### config.mk
export PLATFORM = sky130hd
export DESIGN_NAME = vram_scanout_flat
export DESIGN_NICKNAME = d
export VERILOG_FILES = /design/src/rtl/vram_video_pkg.sv /design/src/rtl/vram_scanout_if.sv /design/src/rtl/vram_scanout_video_timing.sv /design/src/rtl/vram_scanout.sv /design/src/flat_wrapper.sv
export SDC_FILE = /design/constraint.sdc
export NUM_CORES = 1
export LEC_CHECK = 0
export BUFFER_PORTS_ARGS = -buffer_cell sky130_fd_sc_hd__buf_2
export CAP_MARGIN = 20
export CORE_MARGIN = 4
export CORE_UTILIZATION = 38
export CTS_BUF_LIST = sky130_fd_sc_hd__clkbuf_4
export CTS_CLUSTER_SIZE = 10
export DETAILED_ROUTE_END_ITERATION = 8
export PLACE_DENSITY = 0.66
export SYNTH_ARGS = -nofsm -noshare
export SYNTH_HDL_FRONTEND = slang
export SYNTH_SLANG_ARGS = --single-unit
### constraint.sdc
create_clock -name clk -period 5.9 [get_ports clk]
set_input_delay 0 -clock clk [delete_from_list [all_inputs] [get_ports clk]]
set_output_delay 0 -clock clk [all_outputs]
set_load 0.01 [all_outputs]
### src/rtl/vram_video_pkg.sv
// Default raster geometry, glyph dimensions and shared types for the
// text-mode scanout path.
package vram_video_pkg;

    localparam int DEF_COLS         = 40;
    localparam int DEF_ROWS         = 25;
    localparam int DEF_ADDR_WIDTH   = 10;
    localparam int DEF_H_TOTAL      = 400;
    localparam int DEF_H_SYNC_START = 336;
    localparam int DEF_H_SYNC_LEN   = 32;
    localparam int DEF_V_TOTAL      = 262;
    localparam int DEF_V_SYNC_START = 224;
    localparam int DEF_V_SYNC_LEN   = 3;
    localparam int GLYPH_W          = 8;
    localparam int GLYPH_H          = 8;

    typedef struct packed {
        logic de;
        logic hsync_n;
        logic vsync_n;
    } vid_ctl_t;

    localparam vid_ctl_t CTL_IDLE = '{de: 1'b0, hsync_n: 1'b1, vsync_n: 1'b1};

    function automatic logic in_window(input logic [31:0] pos,
                                       input logic [31:0] start,
                                       input logic [31:0] len);
        return (pos >= start) && (pos < start + len);
    endfunction

endpackage

### src/rtl/vram_scanout_if.sv
// Memory-side and video-side signals of the scanout engine.
interface vram_scanout_if #(
    parameter int ADDR_WIDTH = 10
);
    logic [ADDR_WIDTH-1:0] vram_addr;
    logic [7:0]            vram_q;
    logic [9:0]            crom_addr;
    logic [7:0]            crom_q;
    logic                  pixel;
    logic                  de;
    logic                  hsync_n;
    logic                  vsync_n;
    logic                  frame_start;

    modport master (
        output vram_addr, crom_addr, pixel, de, hsync_n, vsync_n, frame_start,
        input  vram_q, crom_q
    );

    modport slave (
        input  vram_addr, crom_addr, pixel, de, hsync_n, vsync_n, frame_start,
        output vram_q, crom_q
    );
endinterface

### src/rtl/vram_scanout_video_timing.sv
// Raster counters with undelayed visible/sync decodes and the frame marker.
module video_timing
    import vram_video_pkg::*;
#(
    parameter int COLS         = DEF_COLS,
    parameter int ROWS         = DEF_ROWS,
    parameter int H_TOTAL      = DEF_H_TOTAL,
    parameter int H_SYNC_START = DEF_H_SYNC_START,
    parameter int H_SYNC_LEN   = DEF_H_SYNC_LEN,
    parameter int V_TOTAL      = DEF_V_TOTAL,
    parameter int V_SYNC_START = DEF_V_SYNC_START,
    parameter int V_SYNC_LEN   = DEF_V_SYNC_LEN,
    localparam int HW          = $clog2(H_TOTAL),
    localparam int VW          = $clog2(V_TOTAL)
)(
    input  logic          clk,
    input  logic          reset,
    output logic [HW-1:0] o_hcnt,
    output logic [VW-1:0] o_vcnt,
    output logic          o_visible,
    output logic          o_hsync,
    output logic          o_vsync,
    output logic          o_line_end,
    output logic          o_frame_end,
    output logic          o_frame_start
);
    logic [HW-1:0] r_hcnt;
    logic [VW-1:0] r_vcnt;
    logic          r_frame_start;
    logic          w_line_end;
    logic          w_frame_end;

    assign w_line_end  = (r_hcnt == HW'(H_TOTAL - 1));
    assign w_frame_end = w_line_end && (r_vcnt == VW'(V_TOTAL - 1));

    // Raster position; frame_start is decoded from the wrap so it is high while the counters sit at (0,0)
    always_ff @(posedge clk or posedge reset) begin
        if (reset) begin
            r_hcnt        <= {HW{1'b0}};
            r_vcnt        <= {VW{1'b0}};
            r_frame_start <= 1'b0;
        end else begin
            r_frame_start <= w_frame_end;
            if (w_line_end) begin
                r_hcnt <= {HW{1'b0}};
                r_vcnt <= w_frame_end ? {VW{1'b0}} : r_vcnt + VW'(1);
            end else begin
                r_hcnt <= r_hcnt + HW'(1);
                r_vcnt <= r_vcnt;
            end
        end
    end

    assign o_hcnt        = r_hcnt;
    assign o_vcnt        = r_vcnt;
    assign o_visible     = (32'(r_hcnt) < 32'(COLS * GLYPH_W)) && (32'(r_vcnt) < 32'(ROWS * GLYPH_H));
    assign o_hsync       = in_window(32'(r_hcnt), 32'(H_SYNC_START), 32'(H_SYNC_LEN));
    assign o_vsync       = in_window(32'(r_vcnt), 32'(V_SYNC_START), 32'(V_SYNC_LEN));
    assign o_line_end    = w_line_end;
    assign o_frame_end   = w_frame_end;
    assign o_frame_start = r_frame_start;
endmodule

### src/rtl/vram_scanout.sv
// Text-mode scanout: character fetch, glyph-row lookup and serial pixel output,
// with de/hsync/vsync delayed three clocks to line up with the pixel stream.
module vram_scanout
    import vram_video_pkg::*;
#(
    parameter int COLS         = DEF_COLS,
    parameter int ROWS         = DEF_ROWS,
    parameter int ADDR_WIDTH   = DEF_ADDR_WIDTH,
    parameter int H_TOTAL      = DEF_H_TOTAL,
    parameter int H_SYNC_START = DEF_H_SYNC_START,
    parameter int H_SYNC_LEN   = DEF_H_SYNC_LEN,
    parameter int V_TOTAL      = DEF_V_TOTAL,
    parameter int V_SYNC_START = DEF_V_SYNC_START,
    parameter int V_SYNC_LEN   = DEF_V_SYNC_LEN,
    parameter int INVERT_BIT7  = 1
)(
    input  logic           clk,
    input  logic           reset,
    vram_scanout_if.master bus
);
    localparam int HW = $clog2(H_TOTAL);
    localparam int VW = $clog2(V_TOTAL);

    logic [HW-1:0]         w_hcnt;
    logic [VW-1:0]         w_vcnt;
    logic                  w_visible, w_vvisible, w_hsync, w_vsync;
    logic                  w_line_end, w_frame_end, w_frame_start, w_fetch;
    logic [ADDR_WIDTH-1:0] r_row_base, r_vram_addr;
    logic                  r_fetch1, r_fetch2, r_inv, r_pixel;
    logic [9:0]            r_crom_addr;
    logic [7:0]            r_shreg, w_shreg_next;
    vid_ctl_t              w_ctl, r_ctl_d1, r_ctl_d2, r_ctl_d3;

    video_timing #(
        .COLS(COLS), .ROWS(ROWS), .H_TOTAL(H_TOTAL), .H_SYNC_START(H_SYNC_START),
        .H_SYNC_LEN(H_SYNC_LEN), .V_TOTAL(V_TOTAL), .V_SYNC_START(V_SYNC_START),
        .V_SYNC_LEN(V_SYNC_LEN)
    ) u_timing (
        .clk(clk), .reset(reset), .o_hcnt(w_hcnt), .o_vcnt(w_vcnt),
        .o_visible(w_visible), .o_hsync(w_hsync), .o_vsync(w_vsync),
        .o_line_end(w_line_end), .o_frame_end(w_frame_end), .o_frame_start(w_frame_start)
    );

    assign w_vvisible = (32'(w_vcnt) < 32'(ROWS * GLYPH_H));
    assign w_fetch    = w_visible && (w_hcnt[2:0] == 3'd0);

    // Character-row base address, stepped by COLS instead of multiplying crow by COLS
    always_ff @(posedge clk or posedge reset) begin
        if (reset) begin
            r_row_base <= {ADDR_WIDTH{1'b0}};
        end else if (w_frame_end) begin
            r_row_base <= {ADDR_WIDTH{1'b0}};
        end else if (w_line_end && w_vvisible && (w_vcnt[2:0] == 3'd7)) begin
            r_row_base <= r_row_base + ADDR_WIDTH'(COLS);
        end else begin
            r_row_base <= r_row_base;
        end
    end

    // F0 issues the VRAM address, F1 turns the code into a glyph-row address
    always_ff @(posedge clk or posedge reset) begin
        if (reset) begin
            r_vram_addr <= {ADDR_WIDTH{1'b0}};
            r_crom_addr <= 10'd0;
            r_inv       <= 1'b0;
            r_fetch1    <= 1'b0;
            r_fetch2    <= 1'b0;
        end else begin
            r_fetch1    <= w_fetch;
            r_fetch2    <= r_fetch1;
            r_vram_addr <= w_fetch ? r_row_base + ADDR_WIDTH'(w_hcnt >> 3) : r_vram_addr;
            r_crom_addr <= r_fetch1 ? {bus.vram_q[6:0], w_vcnt[2:0]} : r_crom_addr;
            r_inv       <= r_fetch1 ? ((INVERT_BIT7 != 0) & bus.vram_q[7]) : r_inv;
        end
    end

    // Next shifter state: load a glyph row at F2, shift while visible, otherwise blank
    always_comb begin
        w_shreg_next = 8'h00;
        if (r_fetch2) begin
            w_shreg_next = bus.crom_q ^ {8{r_inv}};
        end else if (r_ctl_d2.de) begin
            w_shreg_next = {r_shreg[6:0], 1'b0};
        end else begin
            w_shreg_next = 8'h00;
        end
    end

    // Shifter plus a pixel register equal to the shifter MSB gated by the aligned de
    always_ff @(posedge clk or posedge reset) begin
        if (reset) begin
            r_shreg <= 8'h00;
            r_pixel <= 1'b0;
        end else begin
            r_shreg <= w_shreg_next;
            r_pixel <= w_shreg_next[7] & r_ctl_d2.de;
        end
    end

    assign w_ctl = '{de: w_visible, hsync_n: ~w_hsync, vsync_n: ~w_vsync};

    // Three-stage delay so de and the syncs match the fetch latency
    always_ff @(posedge clk or posedge reset) begin
        if (reset) begin
            r_ctl_d1 <= CTL_IDLE;
            r_ctl_d2 <= CTL_IDLE;
            r_ctl_d3 <= CTL_IDLE;
        end else begin
            r_ctl_d1 <= w_ctl;
            r_ctl_d2 <= r_ctl_d1;
            r_ctl_d3 <= r_ctl_d2;
        end
    end

    assign bus.vram_addr   = r_vram_addr;
    assign bus.crom_addr   = r_crom_addr;
    assign bus.pixel       = r_pixel;
    assign bus.de          = r_ctl_d3.de;
    assign bus.hsync_n     = r_ctl_d3.hsync_n;
    assign bus.vsync_n     = r_ctl_d3.vsync_n;
    assign bus.frame_start = w_frame_start;
endmodule

### src/flat_wrapper.sv
// flat-port wrapper written by rule: the top's interface ports become plain ports
module vram_scanout_flat import vram_video_pkg::*;
#(
    parameter int COLS         = DEF_COLS,
    parameter int ROWS         = DEF_ROWS,
    parameter int ADDR_WIDTH   = DEF_ADDR_WIDTH,
    parameter int H_TOTAL      = DEF_H_TOTAL,
    parameter int H_SYNC_START = DEF_H_SYNC_START,
    parameter int H_SYNC_LEN   = DEF_H_SYNC_LEN,
    parameter int V_TOTAL      = DEF_V_TOTAL,
    parameter int V_SYNC_START = DEF_V_SYNC_START,
    parameter int V_SYNC_LEN   = DEF_V_SYNC_LEN,
    parameter int INVERT_BIT7  = 1
)
  (clk, reset, bus_vram_addr, bus_crom_addr, bus_pixel, bus_de, bus_hsync_n, bus_vsync_n, bus_frame_start, bus_vram_q, bus_crom_q);
  vram_scanout_if #(.ADDR_WIDTH(ADDR_WIDTH)) bus_i ();
  input  logic clk;
  input  logic reset;
  output wire logic [$bits(bus_i.vram_addr)-1:0] bus_vram_addr;
  output wire logic [$bits(bus_i.crom_addr)-1:0] bus_crom_addr;
  output wire logic [$bits(bus_i.pixel)-1:0] bus_pixel;
  output wire logic [$bits(bus_i.de)-1:0] bus_de;
  output wire logic [$bits(bus_i.hsync_n)-1:0] bus_hsync_n;
  output wire logic [$bits(bus_i.vsync_n)-1:0] bus_vsync_n;
  output wire logic [$bits(bus_i.frame_start)-1:0] bus_frame_start;
  input wire logic [$bits(bus_i.vram_q)-1:0] bus_vram_q;
  input wire logic [$bits(bus_i.crom_q)-1:0] bus_crom_q;
  assign bus_vram_addr = bus_i.vram_addr;
  assign bus_crom_addr = bus_i.crom_addr;
  assign bus_pixel = bus_i.pixel;
  assign bus_de = bus_i.de;
  assign bus_hsync_n = bus_i.hsync_n;
  assign bus_vsync_n = bus_i.vsync_n;
  assign bus_frame_start = bus_i.frame_start;
  assign bus_i.vram_q = bus_vram_q;
  assign bus_i.crom_q = bus_crom_q;
  vram_scanout #(.COLS(COLS), .ROWS(ROWS), .ADDR_WIDTH(ADDR_WIDTH), .H_TOTAL(H_TOTAL), .H_SYNC_START(H_SYNC_START), .H_SYNC_LEN(H_SYNC_LEN), .V_TOTAL(V_TOTAL), .V_SYNC_START(V_SYNC_START), .V_SYNC_LEN(V_SYNC_LEN), .INVERT_BIT7(INVERT_BIT7)) u_core (.clk(clk), .reset(reset), .bus(bus_i));
endmodule
# [Word-level counts from Yosys, hierarchy flattened]
# Cells that the tools add are included.
[totals] inputBits=18 reg_bits=69 word_cells=52 output_inout_bits=25
[classes] n_reduce_logical=9 n_mux=6 order_cmp=6 add_sub_neg=4 n_eq_ne=3 bitwise_logic=4
[op_table] operator="10-bit two-way mux" count=2
[op_table] operator="9-bit by 1-bit adder with 9-bit output (second input constant)" count=2
[op_table] operator="9-bit == test (second input constant)" count=2
[op_table] operator="9-bit by 8-bit < comparator with 1-bit output (second input constant)" count=2
[op_table] operator="9-bit < comparator (second input constant)" count=2
[op_table] operator="9-bit two-way mux" count=2
[op_table] operator="8-bit two-way mux" count=2
[op_table] operator="10-bit by 6-bit adder with 10-bit output" count=1
[op_table] operator="10-bit by 6-bit adder with 10-bit output (second input constant)" count=1
[op_table] operator="9-bit by 8-bit >= comparator with 1-bit output (second input constant)" count=1
[op_table] operator="9-bit >= comparator (second input constant)" count=1
[op_table] operator="8-bit XOR" count=1
[op_table] operator="1-bit logical AND" count=7
[op_table] operator="3-bit == test (second input constant)" count=1
[op_table] operator="3-bit logical NOT" count=1
[op_table] operator="1-bit inverter" count=2
[op_table] operator="2-bit nonzero test" count=1
[op_table] operator="1-bit AND" count=1

# [Longest topological paths before layout]
# Gate-level depths: netlist (run 1).
[depth] ltp_word=5 mapped_depth=7 mapped_depth_nobuf=6

# [Modules after synthesis]
# From an unflattened synthesis (run 1), not the netlist that was laid out.
[hier_totals] hier_cells=264 hier_area_um2=2969.1
[modules_own_cells] mod="vram_scanout" cells_each=166 area_each_um2=1974.4 seq_area_each_um2=1183.6 n_inst=1
[modules_own_cells] mod="video_timing" cells_each=98 area_each_um2=994.7 seq_area_each_um2=475.5 n_inst=1

# [Worst setup path after synthesis (run 1)]
# Ideal clock, no wire load.
[synth_timing] kind="reg2reg" startpoint="register u_core.u_timing.r_vcnt[3] (netlist: u_core.u_timing.o_vcnt[3])" endpoint="register u_core.r_row_base[8]" setup_slack_ps=3825 required_ps=5822 t_arrival_ps=1998 path_stages_with_launch=5 setup_time_ps=78 n_path_buf=0 period_less_slack_ps=2075 path_cell_list="dfrtp_1 -> or4_1 -> a2111o_1 -> or4_1 -> a21oi_1"
[synth_via] elab_chain_len=4 elab_cells_between_ends=7 classes_between="1 x order compare; 1 x eq/ne; 1 x mux; 4 x reduce/logical"
[synth_rtl] item="from (decl)" line="vram_scanout_video_timing.sv:28" source="logic [VW-1:0] r_vcnt;"
[synth_rtl] item="from (signal assigned)" line="vram_scanout_video_timing.sv:40" source="r_vcnt <= {VW{1'b0}};"
[synth_rtl] item="from (signal assigned)" line="vram_scanout_video_timing.sv:46" source="r_vcnt <= w_frame_end ? {VW{1'b0}} : r_vcnt + VW'(1);"
[synth_rtl] item="from (signal assigned)" line="vram_scanout_video_timing.sv:49" source="r_vcnt <= r_vcnt;"
[synth_rtl] item="9-bit by 8-bit < comparator with 1-bit output" line="vram_scanout.sv:44" source="assign w_vvisible = (32'(w_vcnt) < 32'(ROWS * GLYPH_H));"
[synth_rtl] item="1-bit logical AND (2 in series)" line="vram_scanout.sv:53" source="end else if (w_line_end && w_vvisible && (w_vcnt[2:0] == 3'd7)) begin"
[synth_rtl] item="2-bit nonzero test (no source line)"
[synth_rtl] item="to (signal assigned)" line="vram_scanout.sv:52" source="r_row_base <= {ADDR_WIDTH{1'b0}};"
[synth_rtl] item="to (signal assigned)" line="vram_scanout.sv:54" source="r_row_base <= r_row_base + ADDR_WIDTH'(COLS);"
[synth_rtl] item="to (signal assigned)" line="vram_scanout.sv:56" source="r_row_base <= r_row_base;"
[synth_rtl] item="to (decl)" line="vram_scanout.sv:28" source="logic [ADDR_WIDTH-1:0] r_row_base, r_vram_addr;"
# Parallel ways exist; a longest one is shown, timed or not.
# A chain may end at the register's enable or synchronous reset.

# [Worst setup path after layout (run 1)]
# Same ends and word-level chain as after synthesis.

==> results of run 1 <==
-- kinds of logic (layout without fill, tap and decap cells) --
kind of cell,count (synthesis),count (layout)
and+or+nand+nor,64,64
buffers and inverters,15,84
AOI/OAI and AO/OA,30,30
xor gates and xnor gates,26,26
adders and majority gates,10,10
muxes,25,25
DFF,66,66
-- cell type report --
type                            count  share of cell area
Timing Repair Buffer               60               0.110
Multi-Input combinational cell    155               0.332
Clock buffer                        9              0.0191
Clock inverter                      7              0.0265
Inverter                            8             0.00849
Sequential cell                    66               0.469
Tap cell                           99              0.0350
-- registers in the layout, summed over array words and instances (netlist names) --
register,cells
u_core.r_inv,1
u_core.r_ctl_d2,3
u_core.bus.pixel,1
u_core.r_fetch2,1
u_core.u_timing.o_hcnt,9
u_core.bus.vram_addr,10
u_core.r_shreg,7
u_core.r_fetch1,1
u_core.bus.vsync_n,1
u_core.r_row_base,7
u_core.u_timing.o_frame_start,1
u_core.r_ctl_d1,3
u_core.bus.de,1
u_core.u_timing.o_vcnt,9
u_core.bus.crom_addr,10
u_core.bus.hsync_n,1
-- through the flow --
| stage | hold WS (ps) | power, mW |
|---|---|---|
| CTS | 329 | 0.844 |
| finish | 354 | 0.828 |
| global route | 321 | 0.870 |
| detailed placement | 238 | 0.496 |
| floorplan | 152 | 0.482 |
| global placement | 234 | 0.495 |
-- how the worst max path moves through the flow --
stage,end,depth (start not counted),startpoint,slack (ps)
2_1_floorplan,u_core.r_row_base[8],4,u_core.u_timing.o_vcnt[3],3820
3_3_place_gp,u_core.r_row_base[8],4,u_core.u_timing.o_vcnt[3],3610
3_5_place_dp,u_core.r_row_base[8],4,u_core.u_timing.o_vcnt[3],3550
4_1_cts,u_core.r_row_base[8],4,u_core.u_timing.o_vcnt[3],3520
5_1_grt,u_core.r_row_base[8],4,u_core.u_timing.o_vcnt[3],3410
6_report,u_core.r_row_base[8],4,u_core.u_timing.o_vcnt[3],3520
-- where the power goes --
part           total (mW)  switching [mW]  leakage, nW  internal [mW]
clock               0.333           0.162       0.0819          0.171
combinational      0.0361          0.0175        0.787         0.0187
sequential          0.459         0.00253        0.834          0.456
total               0.828           0.182         1.70          0.646
-- worst max-delay path, stage by stage, from the launching register on --
cell	delay (ps)
dfrtp_1	460
or4_1	570
a2111o_1	580
or4_1	540
a21oi_1	160
-- layer usage --
layer	GRT usage	vias to the layer above	wire (um)
met5	0	-	0
met4	0.0433	0	50
met3	0.0450	7	298
met2	0.219	43	2540
met1	0.155	943	2540
li1	-	959	-
-- placed cells by master (no fill, tap or decap), types with 6 or more instances in the layout --
cell and n:
a21oi_1 8, a22o_1 7, buf_2 42, clkbuf_4 9
dfrtp_1 60, dfstp_2 6, dlygate4sd3_1 17, ha_1 10
inv_1 7, mux2_2 22, nand2_1 7, nand3_1 9
nor2_1 16, nor3_1 6, o21ai_0 9, xnor2_1 7
xor2_1 19
==> run summary, run 1 <==
After synthesis, the largest family of logic cells by area is simple AND/OR/NAND/NOR gates. The worst setup path is of the register to register kind. The number of antenna violations at the first check in global routing came out at 0. The final total negative setup slack came out at 0 ps.

The post-synthesis share of cell area spent on xor and xnor gates came out at 0.0786. In the finished design, the share of the clock period the worst path needs comes to 0.404. The most frequent cell after synthesis is dfrtp_1.

The number of clock sinks seen by CTS is 66. Data on the critical path arrives at its endpoint at 2710 ps. The overall via count from detail_route came out at 1952.

Measured on the finished design, the core utilization comes to 0.483. The wire length of the first global-routing pass came out at 9.14 mm. The maximum number of pins on one net before global-route repair came out at 67. The mean area per synthesized cell is 12.3 um^2. In the routed layout, each cell is associated on average with a via count of 4.83. The hold-critical path depth came out at 3. The data required time of the critical path is 6230 ps. The area fraction of the dominant cell type after synthesis is 0.518. Across every metal layer, demand over resource in global routing totals 0.130. The fraction of the mapped netlist area in compound gates came out at 0.0683. Buffers added to address setup during post-CTS repair amount to 0.

The count of maximum capacitance violations is 0. The wire length after detailed routing came out at 5.42 mm. The simple-gate share of the synthesized area came out at 0.120. The weighted congestion reported at the end of routability-driven placement is 0.791. The sort of element at the start of the critical path is a register. In this run, CTS created clock tree buffers numbering 9. The number of gates resized after cts came out at 0.

The routed wirelength normalized by instance count came out at 13.4 um. The share of cells above drive strength 1 came out at 0.292. Summing all non-filler instances in the final layout gives an area of 3540 um^2. The number of filler instances in the final layout is 652. When the netlist entered floorplanning its net count stood at 264. Before antenna repair, the detailed router went through 4 iterations. Setup repair after global routing left no endpoint under its margin. The relative slew slack is 0.470. The flow ran to the end, and the final reports show no timing, DRC or antenna violations. The most used flip-flop cell after synthesis is dfrtp_1. The share of flip-flops with an asynchronous set or reset came out at 1.00. The total power per unit cell area came out at 234 nW/um^2. The antenna diode count came out at 0. The number of global-route vias before repair came out at 1989. Of all nets on the critical path, the largest fanout is 11. The clock tree synthesis step divided the H-tree into 3 levels.

The cell sitting at the root of the clock tree is a clkbuf_4. The number of primary I/O pins came out at 43. The cell accounting for the most synthesized area is dfrtp_1. The placed standard-cell area is 3210 um^2.

The floorplan step set the die width to 95.3 um. Counting instances in the post-synthesis netlist gives the leading cell types as dfrtp_1, mux2_2, xor2_1, nor2_1, ha_1. The core box area came out at 7330 um^2. The worst register-to-register path ends at u_core.r_row_base[8].

The global-route congestion overflow total came out at 0. The maximum achievable frequency is 420 MHz. The Yosys step of the flow raised 0 warnings.

The unique cell type count in the Yosys netlist is 36. The number of buffer cells added on primary ports is 42. The floorplan step defined a die boundary enclosing 9080 um^2.

In this run the vertical extent of the chip is 95.3 um. The number of cells on the worst reg-to-reg path is 4. The worst setup slack for register-to-register paths came out at 3520 ps. The number of core rows is 31. The path with the worst hold slack has its endpoint at u_core.bus.crom_addr[8]. Including well taps, the total number of placed cells is 371. The hold buffer count at cts came out at 17. The area share of fa/ha/maj cells after synthesis came out at 0.0432. The number of flops mapped to enable cells by yosys is 0. From synthesis to final layout, the design area changed by 22.2%. The number of cells in the finished layout apart from fillers is 404.

Measured against the total synthesized area, the mux share comes to 0.0959. The post-synthesis register bit count is 66. The path class of the tightest hold or removal check is input pin to register. Sorting the synthesized cells by area gives the leading types as dfrtp_1, mux2_2, xor2_1.

The number of nets with antenna violations after routing is 0. The area used by multi-input combinational logic is 1180 um^2. Setup violations remaining at the end of the flow were counted as 0. The synthesized instance count came out at 236. The placed wire-length estimate after detailed placement is 3.55 mm.

The final count of pins violating max slew came to 0. The final worst-path setup slack came out at 3520 ps. After layout, the minimum clock period comes to 2380 ps. Timing analysis after detailed placement gives a worst setup slack of 3550 ps.

The sequential cells in the finished layout cover a total of 1660 um^2. For the pin with the worst max-slew slack, the measured transition is 795 ps. The share of the yosys chip area belonging to registers is 0.573. The post-detailed-route DRC marker count came out at 0. The worst setup skew after layout came out at 9.20 ps. The maximum resistive drop on vdd is 0.000122 V.

The worst-skew pair later-pin latency is 400 ps. For this run, the post-layout net count is 328. The maximum buffer depth of the clock tree is 2.

The reg-to-reg critical path startpoint is u_core.u_timing.o_vcnt[3]. The initial core utilization is 0.395. Summed over all cells, the static leakage comes to 1.70 nW. The worst hold path begins at bus_vram_q[5]. TritonCTS built the clock tree.

The clock-pin slew on the worst setup and hold paths came out at 110 ps. The summed instance area of the synthesized netlist came out at 2900 um^2. The first routing iteration left 66 violations. The final number of hold-violating endpoints came out at 0.

STA classifies the critical path endpoint as a register.
Note: power is estimated with default switching activity, not from simulation.
==> run 2: changes to the inputs <==
- PLACE_DENSITY: 0.66 -> 0.68
- clock period: 5.9 -> 1.98 ns (I/O delays scaled with it)
==> run 2 against run 1 <==
Net effect:
- the flow now finishes with violations (setup timing)
- final cell count is 5.2% higher
- wire length up 7.0%
- flip-flop and latch count unchanged
- register-to-register slack got worse by 3700 ps
==> run summary, run 2 (synthesis gave the netlist of run 1 again) <==
The total of endpoints with negative setup slack in the final report came out at 5 (+5). The number of buffer cells added on primary ports came to 42 (unchanged). The final core area utilization is 0.506 (+0.0232). The final worst-path setup slack came out at -141 ps (-3660 ps). The worst-skew pair later-pin latency is 420 ps (+20 ps).

The final total negative setup slack is -294 ps (-294 ps). The maximum net fanout on the critical path came to 5 (-6). The final critical delay including setup and external delays is 2120 ps (-262 ps).

TritonCTS built the clock tree. The number of primary I/O pins is 43 (unchanged). The cell that appears most often on the critical path is or4_4.

The post-route standard cell area excluding fillers came to 3710 um^2 (+4.8%). The share of the clock period used by the worst path was 1.07 (+0.667). The class of the worst hold path is input pin to asynchronous set/reset pin. The global-route congestion overflow total is 0 (unchanged).

The maximum buffer depth of the clock tree is 2 (unchanged). The antenna diode count came out at 0 (unchanged). The worst setup path is of the register to register kind. The height of the die is 95.3 um (unchanged). The number of filler instances in the final layout came out at 614 (-5.8%).

The number of nets with antenna violations after routing came out at 0 (unchanged). The count of maximum capacitance violations is 0 (unchanged). The endpoint identified for the worst register-to-register timing path is u_core.r_row_base[8]. The length of the first detailed-routing pass in iterations is 4 (unchanged). The signal on the critical path passes through or4_4 -> a2111o_1 -> or4_4 -> a21oi_2.

Leaving out fill and tap cells, the most frequent cell in the layout is dfrtp_1. The number of nets in the layout is 349 (+6.4%). The floorplan die area is 9080 um^2 (unchanged). The buffering stage count on the worst path with inverters included is 0 (unchanged).

The initial core utilization is 0.395 (unchanged). The routed wirelength normalized by instance count is 13.6 um (+1.7%). The slew at the pin closest to its max-slew limit came to 492 ps (-303 ps). The maximum resistive drop on vdd is 0.000353 V (+190%). The worst setup skew after layout is 16.4 ps (+7.24 ps). The number of instances in the placed design came to 390 (+5.1%). The horizontal die dimension is 95.3 um (unchanged). The initial DRC count is 134 (+100%). The worst setup slack for register-to-register paths is -140 ps (-3660 ps). The tree is rooted in a clkbuf_4.

The data arrival time of the worst path was 2470 ps (-240 ps). The overall via count from detail_route is 2046 (+4.8%). The placed wire-length estimate after detailed placement is 3.77 mm (+6.2%). The overall routing resource usage came out at 0.136 (+0.00623).

The depth of the worst register-to-register path came out at 4 (unchanged). The delay contributed by the slowest stage of the critical path came out at 540 ps (-40 ps). The clock-pin slew on the worst setup and hold paths came out at 120 ps (about the same). The number of clock sinks seen by CTS was 66 (unchanged).

The worst-path cell with the longest stage delay is or4_4. The relative slew slack is 0.672 (+0.202). The worst setup path is captured at a register.

The final reports fail on setup timing. The placed standard-cell area is 3360 um^2 (+4.8%). The weighted congestion reported at the end of routability-driven placement came out at 0.839 (+6.0%). The worst setup path is launched from a register. The number of core rows came out at 31 (unchanged). The wire length after detailed routing was 5.80 mm (+7.0%).

The post-route total power is 2.34 mW (+180%). In this design, the largest share of critical-path delay is due to simple AND/OR/NAND/NOR gates. The library cells used most frequently in the layout, excluding fill and tap cells, are dfrtp_1, buf_2, mux2_2. The placement-stage worst setup slack came to -68.6 ps (-3610 ps). Setup repair after global routing could not meet its margin everywhere. Relative to the synthesized area, the layout overhead comes to 28.0%. The number of global-route vias before repair came out at 2035 (+2.3%). In this run the critical register-to-register path is launched from u_core.u_timing.o_vcnt[8]. The maximum achievable frequency is 471 MHz (+12%).

The post-detailed-route DRC marker count is 0 (unchanged). The final number of hold-violating endpoints is 0 (unchanged). The total power per unit cell area is 632 nW/um^2 (+170%). The share of cells above drive strength 1 came out at 0.350 (+0.0579). The number of antenna violations at the first check in global routing was 0 (unchanged).

The final count of pins violating max slew came out at 0 (unchanged). The core box area is 7330 um^2 (unchanged). The leakage power is 1.82 nW (+6.7%). The number of cells in the finished layout apart from fillers came out at 425 (+5.2%). The data required time of the critical path came out at 2330 ps (-3900 ps). The H-tree depth came out at 3 (unchanged). The maximum number of pins on one net before global-route repair came out at 67 (unchanged). The wire length of the first global-routing pass came out at 9.45 mm (+3.3%). The flow ran to the end, but the final reports show violations. The final hold slack is 183 ps (-171 ps).

The CTS buffer count came to 9 (unchanged). The detail-routed via count per cell came out at 4.81 (-0.36%).
==> run 2: per-layer routing <==
layer	track usage	up-vias	routed length (um)
li1	-	1002	-
met1	0.177	980	2680
met2	0.208	59	2710
met3	0.0513	5	372
met4	0.0493	0	38
met5	0	-	0
==> run 2: final cells by class <==
class                           count  area (um^2)  area share
Inverter                            8         30.0     0.00810
Sequential cell                    66         1660       0.448
Timing Repair Buffer               81          562       0.151
Multi-Input combinational cell    155         1200       0.323
Clock buffer                       10         75.1      0.0202
Tap cell                           99          124      0.0334
Clock inverter                      6         58.8      0.0159
==> run 2: worst max path at each step <==
stage | from | to | slack (ps) | cells after the start
2_1_floorplan | u_core.u_timing.o_vcnt[4] | u_core.r_row_base[6] | 8 | 5
5_1_grt | u_core.u_timing.o_vcnt[8] | u_core.r_row_base[8] | -170 | 4
3_5_place_dp | u_core.u_timing.o_vcnt[8] | u_core.r_row_base[8] | -70 | 4
6_report | u_core.u_timing.o_vcnt[8] | u_core.r_row_base[8] | -140 | 4
3_3_place_gp | u_core.u_timing.o_vcnt[8] | u_core.r_row_base[8] | -20 | 4
4_1_cts | u_core.u_timing.o_vcnt[8] | u_core.r_row_base[8] | -60 | 4
==> run 2: report_power, final <==
group	switching, mW	internal, mW
Sequential	0.00787	1.36
Clock	0.475	0.390
Combinational	0.0527	0.0586
==> run 2: repair_timing <==
action	in CTS	in global routing
gates resized for setup	1	6
pin swaps	0	0
hold buffers	17	0
setup endpoints to repair	2	6
hold endpoints to repair	82	0
setup buffers	0	2
==> run 2: worst register-to-register path, stage by stage (launching register included) <==
cell and delay (ps):
dfrtp_1 410, or4_4 540, a2111o_1 460, or4_4 520, a21oi_2 130
